File: config.mk
export PLATFORM = sky130hd
export DESIGN_NAME = multichannel_period_measure_avg_flat
export DESIGN_NICKNAME = d
export VERILOG_FILES = /design/src/rtl/multichannel_period_measure_avg_pkg.sv /design/src/rtl/multichannel_period_measure_avg_if.sv /design/src/rtl/multichannel_period_measure_avg_moving_avg.sv /design/src/rtl/multichannel_period_measure_avg.sv /design/src/flat_wrapper.sv
export SDC_FILE = /design/constraint.sdc
export NUM_CORES = 1
export LEC_CHECK = 0
export BUFFER_PORTS_ARGS = -buffer_cell sky130_fd_sc_hd__buf_2
export CAP_MARGIN = 20
export CORE_MARGIN = 2
export CORE_UTILIZATION = 55
export DETAILED_ROUTE_END_ITERATION = 16
export PLACE_DENSITY = 0.84
export SLEW_MARGIN = 20
export SYNTH_ARGS = -nofsm -noshare
export SYNTH_HDL_FRONTEND = slang
export SYNTH_SLANG_ARGS = --single-unit
File: constraint.sdc
create_clock -name CLK_PARALLEL -period 8.8 [get_ports CLK_PARALLEL]
set_input_delay 1.76 -clock CLK_PARALLEL [delete_from_list [all_inputs] [get_ports CLK_PARALLEL]]
set_output_delay 1.76 -clock CLK_PARALLEL [all_outputs]
set_load 0.01 [all_outputs]
File: src/rtl/multichannel_period_measure_avg_pkg.sv
`default_nettype none
// ============================================================================
// Module  : theremin_sensor_pkg
// Brief   : Shared defaults and types for the theremin sensor front end
//           (period measurement and averaging).
// Revision: 1.0 - initial release
// ============================================================================
package theremin_sensor_pkg;

  // Default geometry: 64 samples per parallel clock, 16-bit raw periods,
  // 4-deep averaging window.
  localparam int c_SAMPLES_LOG2_DEFAULT = 6;
  localparam int c_PERIOD_BITS_DEFAULT  = 16;
  localparam int c_AVG_LOG2_DEFAULT     = 2;

  // Measurement mode: single half period, or two consecutive halves summed.
  typedef enum logic {MEAS_HALF, MEAS_FULL} meas_mode_t;

endpackage
`default_nettype wire

File: src/rtl/multichannel_period_measure_avg_if.sv
`default_nettype none
// ============================================================================
// Module  : multichannel_period_measure_avg_if
// Brief   : Edge-report input and period/average output bundle of the
//           period measurement block.
// Revision: 1.0 - initial release
// ============================================================================
interface multichannel_period_measure_avg_if
  import theremin_sensor_pkg::*;
#(
  parameter int SAMPLES_LOG2 = c_SAMPLES_LOG2_DEFAULT,
  parameter int PERIOD_BITS  = c_PERIOD_BITS_DEFAULT,
  parameter int AVG_LOG2     = c_AVG_LOG2_DEFAULT
);
  logic                          CE;
  logic                          EDGE_FLAG;
  logic [SAMPLES_LOG2-1:0]       EDGE_BIT;
  logic                          FULL_MODE;
  logic                          RAW_VALID;
  logic [PERIOD_BITS:0]          RAW_PERIOD;
  logic                          AVG_VALID;
  logic [PERIOD_BITS+AVG_LOG2:0] AVG_SUM;
  logic                          TIMEOUT;

  // Edge detector / consumer side.
  modport master (
    output CE, EDGE_FLAG, EDGE_BIT, FULL_MODE,
    input  RAW_VALID, RAW_PERIOD, AVG_VALID, AVG_SUM, TIMEOUT
  );

  // Measurement block side.
  modport slave (
    input  CE, EDGE_FLAG, EDGE_BIT, FULL_MODE,
    output RAW_VALID, RAW_PERIOD, AVG_VALID, AVG_SUM, TIMEOUT
  );
endinterface
`default_nettype wire

File: src/rtl/multichannel_period_measure_avg_moving_avg.sv
`default_nettype none
// ============================================================================
// Module  : period_moving_avg
// Brief   : Moving sum over the last 2^DEPTH_LOG2 samples using a ring buffer
//           and a running sum; output only once the window is full.
// Revision: 1.0 - initial release
// ============================================================================
module period_moving_avg #(
  parameter int WIDTH      = 17,
  parameter int DEPTH_LOG2 = 2
) (
  input  wire logic                        clk,
  input  wire logic                        rst_n,
  input  wire logic                        clear,
  input  wire logic                        in_valid,
  input  wire logic [WIDTH-1:0]            in_data,
  output logic                             out_valid,
  output logic [WIDTH+DEPTH_LOG2-1:0]      out_sum
);
  localparam int c_DEPTH     = 1 << DEPTH_LOG2;
  localparam int c_PTR_BITS  = (DEPTH_LOG2 > 0) ? DEPTH_LOG2 : 1;
  localparam int c_FILL_BITS = DEPTH_LOG2 + 1;
  localparam int c_SUM_BITS  = WIDTH + DEPTH_LOG2;

  logic [WIDTH-1:0]       r_buf [c_DEPTH];
  logic [c_PTR_BITS-1:0]  r_wr_ptr;
  logic [c_FILL_BITS-1:0] r_fill;
  logic [c_SUM_BITS-1:0]  r_sum;
  logic [c_SUM_BITS-1:0]  r_out_sum;
  logic                   r_out_valid;

  logic [WIDTH-1:0]       w_oldest;
  logic [c_SUM_BITS-1:0]  w_sum_next;
  logic [c_FILL_BITS-1:0] w_fill_next;
  logic [c_PTR_BITS-1:0]  w_ptr_next;
  logic                   w_full_next;

  // The slot about to be overwritten holds the oldest sample (zero while
  // filling), so subtracting it keeps the running sum exact without wrap.
  assign w_oldest    = r_buf[r_wr_ptr];
  assign w_sum_next  = r_sum + c_SUM_BITS'(in_data) - c_SUM_BITS'(w_oldest);
  assign w_fill_next = (r_fill == c_FILL_BITS'(c_DEPTH)) ? r_fill
                                                         : r_fill + c_FILL_BITS'(1);
  assign w_ptr_next  = (r_wr_ptr == c_PTR_BITS'(c_DEPTH - 1)) ? '0
                                                              : r_wr_ptr + c_PTR_BITS'(1);
  assign w_full_next = (w_fill_next == c_FILL_BITS'(c_DEPTH));

  // Ring buffer, running sum and fill counter; clear restarts the window but
  // leaves the last published sum untouched.
  always_ff @(posedge clk or negedge rst_n) begin
    if (!rst_n) begin
      for (int i = 0; i < c_DEPTH; i++) r_buf[i] <= '0;
      r_wr_ptr    <= '0;
      r_fill      <= '0;
      r_sum       <= '0;
      r_out_sum   <= '0;
      r_out_valid <= 1'b0;
    end else if (clear) begin
      for (int i = 0; i < c_DEPTH; i++) r_buf[i] <= '0;
      r_wr_ptr    <= '0;
      r_fill      <= '0;
      r_sum       <= '0;
      r_out_valid <= 1'b0;
    end else if (in_valid) begin
      r_buf[r_wr_ptr] <= in_data;
      r_wr_ptr        <= w_ptr_next;
      r_fill          <= w_fill_next;
      r_sum           <= w_sum_next;
      r_out_valid     <= w_full_next;
      if (w_full_next) r_out_sum <= w_sum_next;
    end else begin
      r_out_valid <= 1'b0;
    end
  end

  assign out_valid = r_out_valid;
  assign out_sum   = r_out_sum;
endmodule
`default_nettype wire

File: src/rtl/multichannel_period_measure_avg.sv
`default_nettype none
// ============================================================================
// Module  : multichannel_period_measure_avg
// Brief   : Converts per-cycle oversampled edge reports into half/full period
//           measurements in samples, with signal-loss timeout and a moving
//           sum over the last 2^AVG_LOG2 measurements.
// Revision: 1.0 - initial release
// ============================================================================
module multichannel_period_measure_avg
  import theremin_sensor_pkg::*;
#(
  parameter int SAMPLES_LOG2 = c_SAMPLES_LOG2_DEFAULT,
  parameter int PERIOD_BITS  = c_PERIOD_BITS_DEFAULT,
  parameter int AVG_LOG2     = c_AVG_LOG2_DEFAULT
) (
  input  wire logic                      CLK_PARALLEL,
  input  wire logic                      RESET_N,
  multichannel_period_measure_avg_if.slave bus
);
  typedef enum logic {PHASE_A, PHASE_B} pair_phase_t;

  localparam int                     c_S       = 1 << SAMPLES_LOG2;
  localparam logic [PERIOD_BITS-1:0] c_ACC_MAX = '1;

  logic [PERIOD_BITS-1:0]  r_acc;
  logic                    r_timeout;
  meas_mode_t              r_mode;
  pair_phase_t             r_phase;
  pair_phase_t             w_phase_next;
  logic [PERIOD_BITS-1:0]  r_stored;
  logic                    r_raw_valid;
  logic [PERIOD_BITS:0]    r_raw_period;

  logic                    w_edge;
  meas_mode_t              w_mode_in;
  logic                    w_restart;
  logic [PERIOD_BITS:0]    w_acc_inc;
  logic                    w_sat;
  logic [PERIOD_BITS:0]    w_half_wide;
  logic [PERIOD_BITS-1:0]  w_half;
  logic [SAMPLES_LOG2-1:0] w_edge_bit_inv;
  logic [PERIOD_BITS-1:0]  w_reload;
  logic [PERIOD_BITS:0]    w_pair_sum;
  logic                    w_clear;
  logic                    w_emit;
  logic                    w_store;
  logic [PERIOD_BITS:0]    w_emit_val;
  logic                    w_avg_valid;
  logic [PERIOD_BITS+AVG_LOG2:0] w_avg_sum;

  assign w_edge    = bus.CE & bus.EDGE_FLAG;
  assign w_mode_in = bus.FULL_MODE ? MEAS_FULL : MEAS_HALF;
  assign w_restart = bus.CE & (w_mode_in != r_mode);

  // Accumulator advance with one carry bit to detect saturation.
  assign w_acc_inc = {1'b0, r_acc} + (PERIOD_BITS+1)'(c_S);
  assign w_sat     = w_acc_inc[PERIOD_BITS];

  // Samples from the previous edge up to and including this edge's sample;
  // clamps instead of wrapping when the accumulator sat at full scale.
  assign w_half_wide = {1'b0, r_acc} + (PERIOD_BITS+1)'(bus.EDGE_BIT) + (PERIOD_BITS+1)'(1);
  assign w_half      = w_half_wide[PERIOD_BITS] ? c_ACC_MAX : w_half_wide[PERIOD_BITS-1:0];

  // Samples remaining after the edge in this cycle: S-1-b.
  assign w_edge_bit_inv = ~bus.EDGE_BIT;
  assign w_reload       = {{(PERIOD_BITS-SAMPLES_LOG2){1'b0}}, w_edge_bit_inv};

  assign w_pair_sum = {1'b0, r_stored} + {1'b0, w_half};

  // Averaging window restarts on mode change, on recovery from timeout and
  // while the accumulator is saturated.
  assign w_clear = bus.CE & (w_restart | (w_edge & r_timeout) | (~bus.EDGE_FLAG & w_sat));

  // Half/full pairing: decide whether this edge emits, stores a first half,
  // or is discarded; a mode change forces the edge to start a new pair.
  always_comb begin
    w_phase_next = r_phase;
    w_emit       = 1'b0;
    w_store      = 1'b0;
    w_emit_val   = {1'b0, w_half};
    if (bus.CE) begin
      if (w_restart) w_phase_next = PHASE_A;
      if (w_edge) begin
        if (r_timeout) begin
          w_phase_next = PHASE_A;
        end else if (w_mode_in == MEAS_HALF) begin
          w_emit       = 1'b1;
          w_phase_next = PHASE_A;
        end else if (w_restart || (r_phase == PHASE_A)) begin
          w_store      = 1'b1;
          w_phase_next = PHASE_B;
        end else begin
          w_emit       = 1'b1;
          w_emit_val   = w_pair_sum;
          w_phase_next = PHASE_A;
        end
      end
    end
  end

  // Pairing phase register.
  always_ff @(posedge CLK_PARALLEL or negedge RESET_N) begin
    if (!RESET_N) r_phase <= PHASE_A;
    else          r_phase <= w_phase_next;
  end

  // Accumulator, timeout flag, mode register, stored half and raw output.
  always_ff @(posedge CLK_PARALLEL or negedge RESET_N) begin
    if (!RESET_N) begin
      r_acc        <= '0;
      r_timeout    <= 1'b0;
      r_mode       <= MEAS_HALF;
      r_stored     <= '0;
      r_raw_valid  <= 1'b0;
      r_raw_period <= '0;
    end else if (!bus.CE) begin
      r_raw_valid <= 1'b0;
    end else begin
      r_mode      <= w_mode_in;
      r_raw_valid <= w_emit;
      if (w_emit)  r_raw_period <= w_emit_val;
      if (w_store) r_stored     <= w_half;
      if (bus.EDGE_FLAG) begin
        r_acc     <= w_reload;
        r_timeout <= 1'b0;
      end else if (w_sat) begin
        r_acc     <= c_ACC_MAX;
        r_timeout <= 1'b1;
      end else begin
        r_acc <= w_acc_inc[PERIOD_BITS-1:0];
      end
    end
  end

  period_moving_avg #(
    .WIDTH      (PERIOD_BITS + 1),
    .DEPTH_LOG2 (AVG_LOG2)
  ) u_avg (
    .clk       (CLK_PARALLEL),
    .rst_n     (RESET_N),
    .clear     (w_clear),
    .in_valid  (r_raw_valid),
    .in_data   (r_raw_period),
    .out_valid (w_avg_valid),
    .out_sum   (w_avg_sum)
  );

  assign bus.RAW_VALID  = r_raw_valid;
  assign bus.RAW_PERIOD = r_raw_period;
  assign bus.AVG_VALID  = w_avg_valid;
  assign bus.AVG_SUM    = w_avg_sum;
  assign bus.TIMEOUT    = r_timeout;
endmodule
`default_nettype wire

File: src/flat_wrapper.sv
// flat-port wrapper written by rule: the top's interface ports become plain ports
module multichannel_period_measure_avg_flat import theremin_sensor_pkg::*;
#(
  parameter int SAMPLES_LOG2 = c_SAMPLES_LOG2_DEFAULT,
  parameter int PERIOD_BITS  = c_PERIOD_BITS_DEFAULT,
  parameter int AVG_LOG2     = c_AVG_LOG2_DEFAULT
)
  (CLK_PARALLEL, RESET_N, bus_CE, bus_EDGE_FLAG, bus_EDGE_BIT, bus_FULL_MODE, bus_RAW_VALID, bus_RAW_PERIOD, bus_AVG_VALID, bus_AVG_SUM, bus_TIMEOUT);
  multichannel_period_measure_avg_if #(.SAMPLES_LOG2(SAMPLES_LOG2), .PERIOD_BITS(PERIOD_BITS), .AVG_LOG2(AVG_LOG2)) bus_i ();
  input  wire logic CLK_PARALLEL;
  input  wire logic RESET_N;
  input wire logic [$bits(bus_i.CE)-1:0] bus_CE;
  input wire logic [$bits(bus_i.EDGE_FLAG)-1:0] bus_EDGE_FLAG;
  input wire logic [$bits(bus_i.EDGE_BIT)-1:0] bus_EDGE_BIT;
  input wire logic [$bits(bus_i.FULL_MODE)-1:0] bus_FULL_MODE;
  output wire logic [$bits(bus_i.RAW_VALID)-1:0] bus_RAW_VALID;
  output wire logic [$bits(bus_i.RAW_PERIOD)-1:0] bus_RAW_PERIOD;
  output wire logic [$bits(bus_i.AVG_VALID)-1:0] bus_AVG_VALID;
  output wire logic [$bits(bus_i.AVG_SUM)-1:0] bus_AVG_SUM;
  output wire logic [$bits(bus_i.TIMEOUT)-1:0] bus_TIMEOUT;
  assign bus_i.CE = bus_CE;
  assign bus_i.EDGE_FLAG = bus_EDGE_FLAG;
  assign bus_i.EDGE_BIT = bus_EDGE_BIT;
  assign bus_i.FULL_MODE = bus_FULL_MODE;
  assign bus_RAW_VALID = bus_i.RAW_VALID;
  assign bus_RAW_PERIOD = bus_i.RAW_PERIOD;
  assign bus_AVG_VALID = bus_i.AVG_VALID;
  assign bus_AVG_SUM = bus_i.AVG_SUM;
  assign bus_TIMEOUT = bus_i.TIMEOUT;
  multichannel_period_measure_avg #(.SAMPLES_LOG2(SAMPLES_LOG2), .PERIOD_BITS(PERIOD_BITS), .AVG_LOG2(AVG_LOG2)) u_core (.CLK_PARALLEL(CLK_PARALLEL), .RESET_N(RESET_N), .bus(bus_i));
endmodule
Word level (Yosys, flattened, before mapping)
Index checks and enable logic that the tools add are counted.
{ "op_classes": {"addsub": 8, "eq_ne": 4, "reduce_logical": 10, "bitwise": 12, "n_lt_le_gt_ge": 2, "n_mux": 41} }
{ "op_table": {"columns": ["cell", "n"], "rows": [
  ["$mux 68", 2],
  ["$mux 17", 7],
  ["$bwmux 68", 1],
  ["$mux 16", 3],
  ["$mux 19", 2],
  ["$bmux 17 s2", 1],
  ["$demux 17 s2", 1],
  ["$add 19x17->19", 1],
  ["$sub 19x17->19", 1],
  ["$mux 1", 18],
  ["$add 16x16->17", 1],
  ["$add 16x6->17", 1],
  ["$add 16x7->17 const B", 1],
  ["$add 17x1->17 const B", 1],
  ["$mux 3", 3],
  ["$reduce_and 2->1", 4],
  ["$eq 3x3->1 const B", 2],
  ["$mux 2", 3],
  ["$not 6->6", 1],
  ["$reduce_bool 2->1", 3],
  ["$and 1x1->1", 5],
  ["$add 3x1->3 const B", 1],
  ["$ge 3x3->1 const B", 1],
  ["$lt 3x1->1 const B", 1],
  ["other kinds (9)", 12]
]} }
{ "word_totals": {"ff_bits": 165, "inputBits": 11, "wordCells": 93, "output_inout_bits": 39} }

Longest topological paths before layout
Gate-level depths: netlist of the first run.
{ "logic_depth": {"ltp_word": 10, "ltp_mapped": 19, "depth_no_buf": 19} }

Modules after synthesis
A second synthesis of the first run with hierarchy kept.
{ "unflattened": {"hier_cells": 1089, "area_unflattened_um2": 9995.8} }
{ "modules_own_cells": {"columns": ["module", "seq_area_each_um2", "cells_per_inst", "instances", "area_each_um2"], "rows": [
  ["period_moving_avg", 2802.7, 692, 1, 6476.2],
  ["multichannel_period_measure_avg", 1326.3, 397, 1, 3519.6]
]} }

Worst setup path after synthesis of the first run
Ideal clock, no wire load.
{ "synth_timing": {"kind": "input-to-reg", "from": "input port bus_EDGE_BIT[0]", "to": "register u_core.r_raw_period[13] (netlist: u_core.bus.RAW_PERIOD[13])", "t_required_ps": 8658, "stages": 18, "setup_ps": 142, "t_arrival_ps": 4852, "path_buffers": 0, "path_slack_ps": 3806, "path_cell_list": "inv_1 -> ha_1 -> inv_1 -> fa_1 -> a211oi_1 -> o21bai_1 -> a21oi_1 -> nor2_1 -> nor2_1 -> inv_1 -> ha_1 -> a211oi_1 -> o211ai_1 -> a31oi_1 -> o21bai_1 -> a21oi_1 -> xor2_1 -> o221ai_1"} }
{ "synth_via": {"elab_chain_cells": 8} }
{ "synth_lines": {"columns": ["item", "line_no", "text"], "rows": [
  ["from (decl)", "flat_wrapper.sv:14", "input wire logic [$bits(bus_i.EDGE_BIT)-1:0] bus_EDGE_BIT;"],
  ["$add 16x6->17", "multichannel_period_measure_avg.sv:61", "assign w_half_wide = {1'b0, r_acc} + (PERIOD_BITS+1)'(bus.EDGE_BIT) + (PERIOD_BITS+1)'(1);"],
  ["$add 17x1->17", "multichannel_period_measure_avg.sv:61", null],
  ["$mux 16", "multichannel_period_measure_avg.sv:62", "assign w_half = w_half_wide[PERIOD_BITS] ? c_ACC_MAX : w_half_wide[PERIOD_BITS-1:0];"],
  ["via u_core.w_half[1]", "multichannel_period_measure_avg.sv:40", "logic [PERIOD_BITS-1:0] w_half;"],
  ["$add 16x16->17", "multichannel_period_measure_avg.sv:68", "assign w_pair_sum = {1'b0, r_stored} + {1'b0, w_half};"],
  ["$mux 17", "multichannel_period_measure_avg.sv:89", "end else if (w_restart || (r_phase == PHASE_A)) begin"],
  ["$mux 17", "multichannel_period_measure_avg.sv:86", "end else if (w_mode_in == MEAS_HALF) begin"],
  ["$mux 17", "multichannel_period_measure_avg.sv:84", "if (r_timeout) begin"],
  ["$mux 17", "multichannel_period_measure_avg.sv:83", "if (w_edge) begin"],
  ["to (signal assigned)", "multichannel_period_measure_avg.sv:121", "if (w_emit) r_raw_period <= w_emit_val;"],
  ["to (decl)", "multichannel_period_measure_avg.sv:32", "logic [PERIOD_BITS:0] r_raw_period;"]
]} }
The timed path passes the listed nets, and every way through them passes these cells.
A chain may end at the register's enable or synchronous reset.

Worst setup path after layout of the first run
Ends and elaborated chain as after synthesis.

==> flow_summary.yaml, run 1 <==
yosys:
  synth_edf_count: 0
  synth-seq-cells: 165
  synth_top_area_share_pct: 41.9
  seq_area_frac_synth_pct: 41.9
  yosys-top-cells-count: "nand2_1 (197), dfrtp_1 (165), a21oi_1 (137)"
  yosys_warnings: 0
  netlist_area_um2: 9870
  synthTopCellsByArea: "dfrtp_1 (42%), nand2_1 (7.5%), a21oi_1 (6.9%)"
  yosysTopAreaCell: "dfrtp_1"
  synth_cells: 1061
  postSynthAreaPerCell_um2: 9.30
  yosys.cell_types.count: 58
  dominantRegCellSynth: "dfrtp_1"
  synth_most_common_cell: "nand2_1"
  syn_nets: 1139
  async_flop_share_pct: 100
detailed_routing:
  vias: 7834
  routed_via_density: 5.91
  drc: 0
  dr.pass1.iters: 7
  drt-initial-drc-count: 476
  ant_nets: 0
  avgRoutedWirePerCell_um: 17.8
  wirelength_um: 23700
floorplanning:
  ios: 50
  die_height_um: 138
  die_w_um: 138
  core.rowCount: 48
  initial_core_util_pct: 56.6
  core_area_um2: 17400
  fp.dieArea_um2: 19000
placed_design:
  dpl_cell_area_um2: 10200
  port-buffer-count: 49
  dpl.hpwl_um: 15900
  dp_slack_ns: 3.11
  place.gp.congestion: 0.919
  placed_cells: 1294
worst_setup_path:
  critPathArrivalTime_ns: 5.61
  ff2ff_setup_slack_ns: 4.53
  critPathLaunchType: "input port"
  r2r_end: "u_core.bus.RAW_PERIOD[13]"
  required_ns: 9.08
  r2r_cells: 18
  path_class: "in -> reg"
  cp_max_fo: 6
  worstReg2RegStart: "u_core.r_acc[0]"
  end_kind: "register"
pwr:
  internal_power_mw: 2.01
  p_clk_share_pct: 22.0
  seq_power_share_pct: 29.3
  switching_share_pct: 41.4
  pwr-share-comb_pct: 48.7
  pwr_density_cell_nw_per_um2: 316
  peakVddDrop_mv: 0.214
  p_switching_mw: 1.41
  p_leak_nw: 5.15
  power_mw: 3.42
timing:
  post-route-min-period_ns: 5.33
  fin_crit_sh_pct: 60.6
  whs_ns: 0.471
  slew_violations: 0
  setup_ws_ns: 3.47
  setup_viol: 0
  fin_skew_ns: 0.00780
  setup_tns_ns: 0
  tightest_slew_ns: 1.11
  fmax_mhz: 188
  hold_viol: 0
  relSlewSlack_pct: 26.1
  rsz0062_at_grt: "no"
global_route:
  antenna_found_initial: 0
  track_usage_pct: 26.6
  grt_max_degree: 92
  grt_pass1_vias: 7879
  gr-total-overflow: 0
  grt_pass1_wl_um: 38800
cells_and_area:
  syn_to_final_growth_pct: 9.78
  drive_gt1_share_pct: 13.4
  final_core_util_pct: 62.2
  n_antenna_cell: 0
  fin_nets: 1166
  final_area_um2: 10800
  layout.cells.non_filler: 1326
cts:
  cts_resized: 0
  clk_pin_slew_ns: 0.06
  cts.path.max_buffers: 2
  postCtsHoldBufs: 0
  postCtsSetupBuffers: 0
  numClockSinks: 165
  cts-htree-levels: 4
  root_buffer: "clkbuf_16"
  clk_latency_ns: 0.43
  tritoncts: "done"
  cts_inserted_buffers: 17
worst_hold_path:
  min_to: "u_core.u_avg.out_sum[16]"
  hold_class: "reg -> reg"
  hold_depth: 2
  hp-start: "u_core.u_avg.out_sum[16]"
flow_run:
  cap_viol_max_count: 0
outcome:
  status: "finished, final reports clean"
==> flip-flops by register name, indices dropped and copies added, names as in the netlist, 2 cells and up <==
register               flops
u_core.u_avg.r_fill        3
u_core.r_acc              16
u_core.u_avg.out_sum      19
u_core.u_avg.r_wr_ptr      2
u_core.u_avg.r_sum        19
u_core.bus.RAW_PERIOD     17
u_core.r_stored           16
u_core.u_avg.r_buf        68
==> how the worst max path moves through the flow <==
| stage | slack [ns] | from | endpoint |
|---|---|---|---|
| 2_1_floorplan | 3.81 | bus_EDGE_BIT[0] | u_core.bus.RAW_PERIOD[13] |
| 3_3_place_gp | 3.23 | bus_EDGE_BIT[0] | u_core.bus.RAW_PERIOD[13] |
| 3_5_place_dp | 3.11 | bus_EDGE_BIT[0] | u_core.bus.RAW_PERIOD[13] |
| 4_1_cts | 3.53 | bus_EDGE_BIT[0] | u_core.bus.RAW_PERIOD[13] |
| 5_1_grt | 3.10 | bus_EDGE_BIT[0] | u_core.bus.RAW_PERIOD[13] |
| 6_report | 3.47 | bus_EDGE_BIT[0] | u_core.bus.RAW_PERIOD[13] |
==> placed cells by master (no fill, tap or decap), types with 4 or more instances in the layout <==
cell        count
clkinvlp_4      5
xor2_1         13
o211ai_1        7
mux2_4          5
o22ai_1         4
inv_6           5
dfrtp_1       165
a211oi_1        9
nand2b_1        5
inv_1          95
nand2_1       197
a21o_1         13
nor3_1         10
xnor2_1        19
mux4_2         17
o21bai_1        5
o21ai_0        40
o21a_1          4
a22oi_1         6
mux2_2         22
nand4_1         4
a221o_1         4
nand3_1        11
o221ai_1        6
and2_1          8
and3_1         13
ha_1           48
or3_1           7
clkbuf_16      17
nor2b_1         5
buf_2          48
a21oi_1       137
nor2_1         55
mux2i_1        15
a31o_2         10
fa_1           19
a31oi_1         4
==> power by group through the flow <==
stage               combinational, mW  sequential (mW)  clock (mW)
finish                           1.67             1.00       0.752
global route                     1.86             1.02       0.796
CTS                              1.65             1.00       0.758
detailed placement               1.62             1.01           0
global placement                 1.57             1.00           0
floorplan                        1.23             1.00           0
==> metal layers <==
| layer | global-route usage (%) | vias up | wire [µm] |
|---|---|---|---|
| met3 | 4.86 | 52 | 1440 |
| met2 | 46.3 | 294 | 11900 |
| met4 | 10.5 | 0 | 560 |
| li1 | - | 3701 | - |
| met1 | 32.8 | 3787 | 9760 |
| met5 | 0 | - | 0 |
==> cell families after synthesis <==
group	Yosys count	share of synthesized area [%]
xor gates and xnor gates	33	3.07
and+or+nand+nor	325	14.3
adders and majority gates	67	9.94
AOI/OAI and AO/OA	271	16.6
DFF	165	41.9
muxes	59	8.67
buffers and inverters	141	5.61
==> critical path, cell delays in order <==
cell	delay [ns]
buf_2	0.11
inv_1	0.05
ha_1	0.16
inv_1	0.05
fa_1	0.42
a211oi_1	0.33
o21bai_1	0.15
a21oi_1	0.26
nor2_1	0.18
nor2_1	0.26
inv_1	0.08
ha_1	0.31
a211oi_1	0.31
o211ai_1	0.22
a31oi_1	0.37
o21bai_1	0.10
a21oi_1	0.18
xor2_1	0.16
o221ai_1	0.14
==> cell type report <==
type | instances | area (µm²)
Sequential cell | 165 | 4130
Multi-Input combinational cell | 755 | 5180
Clock inverter | 13 | 146
Timing Repair Buffer | 53 | 285
Inverter | 96 | 360
Tap cell | 225 | 282
Clock buffer | 19 | 443
Fill cell | 1417 | 6590
Power figures use the tool's default switching activity.
==> run 2, diff against run 1 <==
--- a/config.mk
+++ b/config.mk
@@ -5,6 +5,7 @@
 export SDC_FILE = /design/constraint.sdc
 export NUM_CORES = 1
 export LEC_CHECK = 0
+export ABC_AREA = 1
 export BUFFER_PORTS_ARGS = -buffer_cell sky130_fd_sc_hd__buf_2
 export CAP_MARGIN = 20
 export CORE_MARGIN = 2
==> constraint.sdc (replaced) <==
create_clock -name CLK_PARALLEL -period 5.5 [get_ports CLK_PARALLEL]
set_input_delay 1.1 -clock CLK_PARALLEL [delete_from_list [all_inputs] [get_ports CLK_PARALLEL]]
set_output_delay 1.1 -clock CLK_PARALLEL [all_outputs]
set_load 0.01 [all_outputs]
==> flow_summary.yaml, run 2 <==
cts:
  postCtsSetupBuffers: 0
  postCtsHoldBufs: 0
  tritoncts: "done"
  cts_resized: 0
  cts-htree-levels: 4
  clk_pin_slew_ns: 0.06
  cts_inserted_buffers: 17
  clk_latency_ns: 0.44
  numClockSinks: 165
  root_buffer: "clkbuf_16"
  cts.path.max_buffers: 2
yosys:
  async_flop_share_pct: 100
  synth_most_common_cell: "nand2_1"
  synth_edf_count: 0
  synth_top_area_share_pct: 40.6
  synth-seq-cells: 165
  postSynthAreaPerCell_um2: 7.64
  yosys_warnings: 0
  netlist_area_um2: 10200
  yosys.cell_types.count: 42
  dominantRegCellSynth: "dfrtp_1"
  seq_area_frac_synth_pct: 40.6
  synth_cells: 1331
  yosysTopAreaCell: "dfrtp_1"
  yosys-top-cells-count: "nand2_1 (340), inv_1 (181), dfrtp_1 (165)"
  syn_nets: 1409
  synthTopCellsByArea: "dfrtp_1 (41%), nand2_1 (13%), inv_1 (6.7%)"
timing:
  fin_crit_sh_pct: 70.3
  tightest_slew_ns: 1.02
  rsz0062_at_grt: "no"
  setup_tns_ns: 0
  slew_violations: 0
  post-route-min-period_ns: 3.87
  fin_skew_ns: 0.0101
  fmax_mhz: 258
  setup_viol: 0
  setup_ws_ns: 1.63
  hold_viol: 0
  relSlewSlack_pct: 31.9
global_route:
  antenna_found_initial: 0
  track_usage_pct: 27.5
  grt_max_degree: 92
  grt_pass1_wl_um: 43700
  gr-total-overflow: 0
  grt_pass1_vias: 9042
worst_setup_path:
  crit_chain: "buf_2 -> inv_1 -> ha_1 -> inv_1 -> fa_1 -> nand3_1 -> nand2_1 -> nand2_1 -> nand2_1 -> nand2_2 -> nand2_1 -> ha_1 -> inv_1 -> fa_1 -> o21ai_0 -> nand2_1 -> nand2_1 -> nand3_1 -> nand2_1 -> nand2_1 -> nand3_1 -> nand3_1"
  path_class: "in -> reg"
  critPathMostFrequentCell: "nand2_1"
  critPathArrivalTime_ns: 4.18
  required_ns: 5.82
  cp_max_fo: 9
  cp_slowest_stage_delay_ns: 0.40
  end_kind: "register"
  cp_slowest_cell: "fa_1"
  critPathLaunchType: "input port"
placed_design:
  dpl.hpwl_um: 18400
  dp_slack_ns: 1.22
  placed_cells: 1570
  port-buffer-count: 49
  place.gp.congestion: 0.975
outcome:
  status: "complete, but fails checks"
  violations: "DRC"
pwr:
  power_mw: 5.60
  pwr-share-comb_pct: 50.5
  peakVddDrop_mv: 0.259
  internal_power_mw: 3.07
  pwr_density_cell_nw_per_um2: 502
  p_clk_share_pct: 22.3
  switching_share_pct: 45.2
  seq_power_share_pct: 27.2
  p_leak_nw: 5.68
  p_switching_mw: 2.53
cells_and_area:
  syn_to_final_growth_pct: 9.69
  largest_register_ff_count: 68
  top_register: "u_core.u_avg.r_buf"
  layout.cells.non_filler: 1602
  drive_gt1_share_pct: 7.79
  mostFrequentLayoutCells: "nand2_1 (340), inv_1 (181), dfrtp_1 (164)"
  n_antenna_cell: 0
  fin_nets: 1438
  mostFrequentLayoutCell: "nand2_1"
floorplanning:
  core.rowCount: 49
  fp.dieArea_um2: 19600
  ios: 50
  core_area_um2: 18100
  die_height_um: 140
  die_w_um: 140
  initial_core_util_pct: 56.3
detailed_routing:
  drc: 4
  drt-initial-drc-count: 692
  routed_via_density: 5.71
  avgRoutedWirePerCell_um: 16.1
  wirelength_um: 25800
  dr.pass1.iters: 12
  ant_nets: 0
  vias: 9154
worst_hold_path:
  hold_class: "reg -> reg"
flow_run:
  cap_viol_max_count: 0
run 2: cell type report:
class                      instances  area, µm²
clock buffer                      18        439
multi-input combinational        932       5120
fill                            1581       6930
tap                              229        287
clock inverter                    14        175
sequential                       165       4130
inverter                         189        711
timing repair buffer              55        297
run 2: through the flow:
step                      utilization, %  hold slack (ns)  instance area [µm²]
after floorplan                        -            0.449                10200
after global placement              58.3            0.449                10500
after detailed placement            58.3            0.462                10500
after CTS                           61.7            0.479                11200
after global routing                61.7            0.493                11200
final                               61.7            0.474                11200
run 2: logic make-up after synthesis:
| logic type | Yosys count | synth area share [%] |
|---|---|---|
| adders and majority gates | 67 | 9.64 |
| buffers and inverters | 234 | 9.08 |
| AOI/OAI and AO/OA | 251 | 13.9 |
| and+or+nand+nor | 589 | 24.7 |
| DFF | 165 | 40.6 |
| xor gates and xnor gates | 25 | 2.15 |
run 2: worst max-delay path: cells and delay by family:
kind                       cells  cell delay (ns)
adders and majority gates      4             0.99
buffers and inverters          4             0.27
AOI/OAI and AO/OA              1             0.40
and+or+nand+nor               13             1.42
run 2: final timing paths:
check / slack (ns) / to / startpoint / cells past startpoint
min in group asynchronous: 0.74 / u_core.u_avg.out_sum[0] / RESET_N / 1
worst min register to register: 0.47 / u_core.u_avg.out_sum[12] / u_core.u_avg.out_sum[12] / 2
worst min-delay path: 0.47 / u_core.u_avg.out_sum[12] / u_core.u_avg.out_sum[12] / 2
max in group asynchronous: 3.73 / u_core.bus.RAW_PERIOD[9] / RESET_N / 2
worst max-delay path: 1.63 / u_core.bus.RAW_PERIOD[10] / bus_EDGE_BIT[0] / 22
worst max register to register: 1.67 / u_core.u_avg.r_sum[12] / u_core.u_avg.r_wr_ptr[1] / 16
run 2: routing by layer:
layer / vias up / GRT usage (%) / share of wire, %
met1: 4297 / 35.4 / 42
met2: 359 / 46.7 / 49
li1: 4417 / - / -
met4: 0 / 11.5 / 3.2
met3: 81 / 4.34 / 5.6
met5: - / 0 / 0
run 2: power by group through the flow:
stage	logic [mW]	clock network [mW]	registers [mW]
2_1_floorplan	2.09	0	1.51
5_1_grt	3.19	1.31	1.54
3_3_place_gp	2.66	0	1.53
3_5_place_dp	2.74	0	1.53
6_report	2.83	1.25	1.52
4_1_cts	2.77	1.26	1.52
==> run 3, diff against run 2 <==
==> constraint.sdc (replaced) <==
create_clock -name CLK_PARALLEL -period 3.9 [get_ports CLK_PARALLEL]
set_input_delay 0.78 -clock CLK_PARALLEL [delete_from_list [all_inputs] [get_ports CLK_PARALLEL]]
set_output_delay 0.78 -clock CLK_PARALLEL [all_outputs]
set_load 0.01 [all_outputs]
==> flow_summary.yaml, run 3 (synthesis gave the netlist of run 2 again) <==
floorplanning:
  fp.dieArea_um2: 19600
  initial_core_util_pct: 56.3
  core.rowCount: 49
  die_w_um: 140
  die_height_um: 140
  ios: 50
  core_area_um2: 18100
placed_design:
  dpl.hpwl_um: 18600
  port-buffer-count: 49
  dp_slack_ns: 0.0771
  place.gp.congestion: 0.947
timing:
  post-route-min-period_ns: 3.45
  setup_ws_ns: 0.446
  tightest_slew_ns: 0.742
  setup_tns_ns: 0
  hold_viol: 0
  rsz0062_at_grt: "no"
  relSlewSlack_pct: 50.4
  setup_viol: 0
  fin_crit_sh_pct: 88.6
  fin_skew_ns: 0.0108
  fmax_mhz: 290
  slew_violations: 0
cts:
  clk_latency_ns: 0.44
  postCtsHoldBufs: 0
  cts_resized: 0
  tritoncts: "done"
  cts_inserted_buffers: 17
  cts-htree-levels: 4
  root_buffer: "clkbuf_16"
  postCtsSetupBuffers: 0
  clk_pin_slew_ns: 0.06
  cts.path.max_buffers: 2
  numClockSinks: 165
global_route:
  grt_pass1_vias: 9169
  track_usage_pct: 27.7
  globalRouteMet1Util_pct: 34.6
  grt_pass1_wl_um: 44000
  grt_max_degree: 69
  antenna_found_initial: 0
  use_met2_pct: 48.0
  grt-busiest-layer: "met2"
  gr-total-overflow: 0
  met3_usage_pct: 4.75
cells_and_area:
  mostFrequentLayoutCells: "nand2_1 (340), inv_1 (181), dfrtp_1 (164)"
  largest_register_ff_count: 68
  fin_nets: 1451
  top_register: "u_core.u_avg.r_buf"
  mostFrequentLayoutCell: "nand2_1"
  drive_gt1_share_pct: 8.51
  n_antenna_cell: 0
  syn_to_final_growth_pct: 10.7
worst_setup_path:
  critPathLaunchType: "input port"
  critPathMostFrequentCell: "nand2_1"
  critPathArrivalTime_ns: 3.75
  cp_slowest_stage_delay_ns: 0.39
  cp_max_fo: 6
  path_delay_family: "simple AND/OR/NAND/NOR gates"
  required_ns: 4.19
  crit_cells: 24
  cp_slowest_cell: "fa_1"
  end_kind: "register"
  path_class: "in -> reg"
  r2r_cells: 23
  crit_chain: "buf_2 -> inv_1 -> ha_1 -> inv_1 -> fa_1 -> nand3_1 -> nand2_1 -> nand2_1 -> nand2_1 -> inv_1 -> nor2_1 -> nor2_1 -> inv_1 -> ha_1 -> nand2_1 -> nand2_1 -> a21oi_1 -> nand2_1 -> nand2_1 -> nand2_1 -> nand2_1 -> nand3_1 -> nand3_1 -> o21ai_0"
  path_buf_inv: 5
outcome:
  status: "complete, but fails checks"
  violations: "DRC"
pwr:
  pwr_density_cell_nw_per_um2: 701
  peakVddDrop_mv: 0.392
  p_leak_nw: 5.74
detailed_routing:
  drc: 4
  wirelength_um: 25900
  drt-initial-drc-count: 815
  routed_via_density: 5.75
  ant_nets: 0
  dr.pass1.iters: 12
  avgRoutedWirePerCell_um: 16.0
  vias: 9289
worst_hold_path:
  hold_class: "in -> async"
flow_run:
  cap_viol_max_count: 0
==> run 3: changes by cell type in the layout (fill, tap and decap cells not counted), sizes merged <==
cell	previous run	this run
clkinv	8	7
buf	55	68
clkbuf	18	21
inv	189	186
clkinvlp	3	4
==> run 3: per-stage QoR <==
stage	total power, mW	area [µm²]	hold WS (ns)	std cells	util, %
after floorplan	5.07	10200	0.449	1331	-
after global placement	5.95	10700	0.452	1583	58.9
after detailed placement	6.05	10700	0.460	1583	58.9
after CTS	7.84	11300	0.375	1615	62.3
after global routing	8.56	11300	0.389	1615	62.3
final	7.90	11300	0.334	1615	62.3
==> run 3: cell type report <==
type	instances	area [µm²]
Fill cell	1572	6820
Inverter	189	711
Tap cell	229	287
Sequential cell	165	4130
Multi-Input combinational cell	932	5120
Clock buffer	21	460
Clock inverter	11	151
Timing Repair Buffer	68	407
==> run 3: where the power goes <==
group	internal, mW	switching, mW	leakage [nW]
logic	1.38	2.64	3.25
registers	1.94	0.192	2.21
clock network	1.04	0.703	0.285
total	4.36	3.54	5.74
==> run 3: layer usage <==
metal / routed length [µm] / vias to the layer above
li1: - / 4438
met1: 10600 / 4387
met2: 12800 / 389
met3: 1730 / 75
met4: 803 / 0
met5: 0 / -
==> run 3: path summary, 6_finish.rpt <==
kind | start | end | slack (ns)
setup / recovery | bus_EDGE_BIT[0] | u_core.bus.RAW_PERIOD[9] | 0.45
hold / removal | RESET_N | u_core.u_avg.r_sum[3] | 0.33
setup reg to reg | u_core.r_acc[0] | u_core.bus.RAW_PERIOD[9] | 0.51
hold reg to reg | u_core.u_avg.out_sum[13] | u_core.u_avg.out_sum[13] | 0.47
max in group asynchronous | RESET_N | u_core.u_avg.r_sum[12] | 2.70
min in group CLK_PARALLEL | u_core.u_avg.out_sum[13] | u_core.u_avg.out_sum[13] | 0.47
==> run 3: worst register-to-register path, delay by kind of cell, from the launching register on <==
kind	cells	cell delay (ns)
DFF	1	0.38
buffers and inverters	4	0.40
adders and majority gates	3	0.89
AOI/OAI and AO/OA	2	0.28
and+or+nand+nor	14	1.31
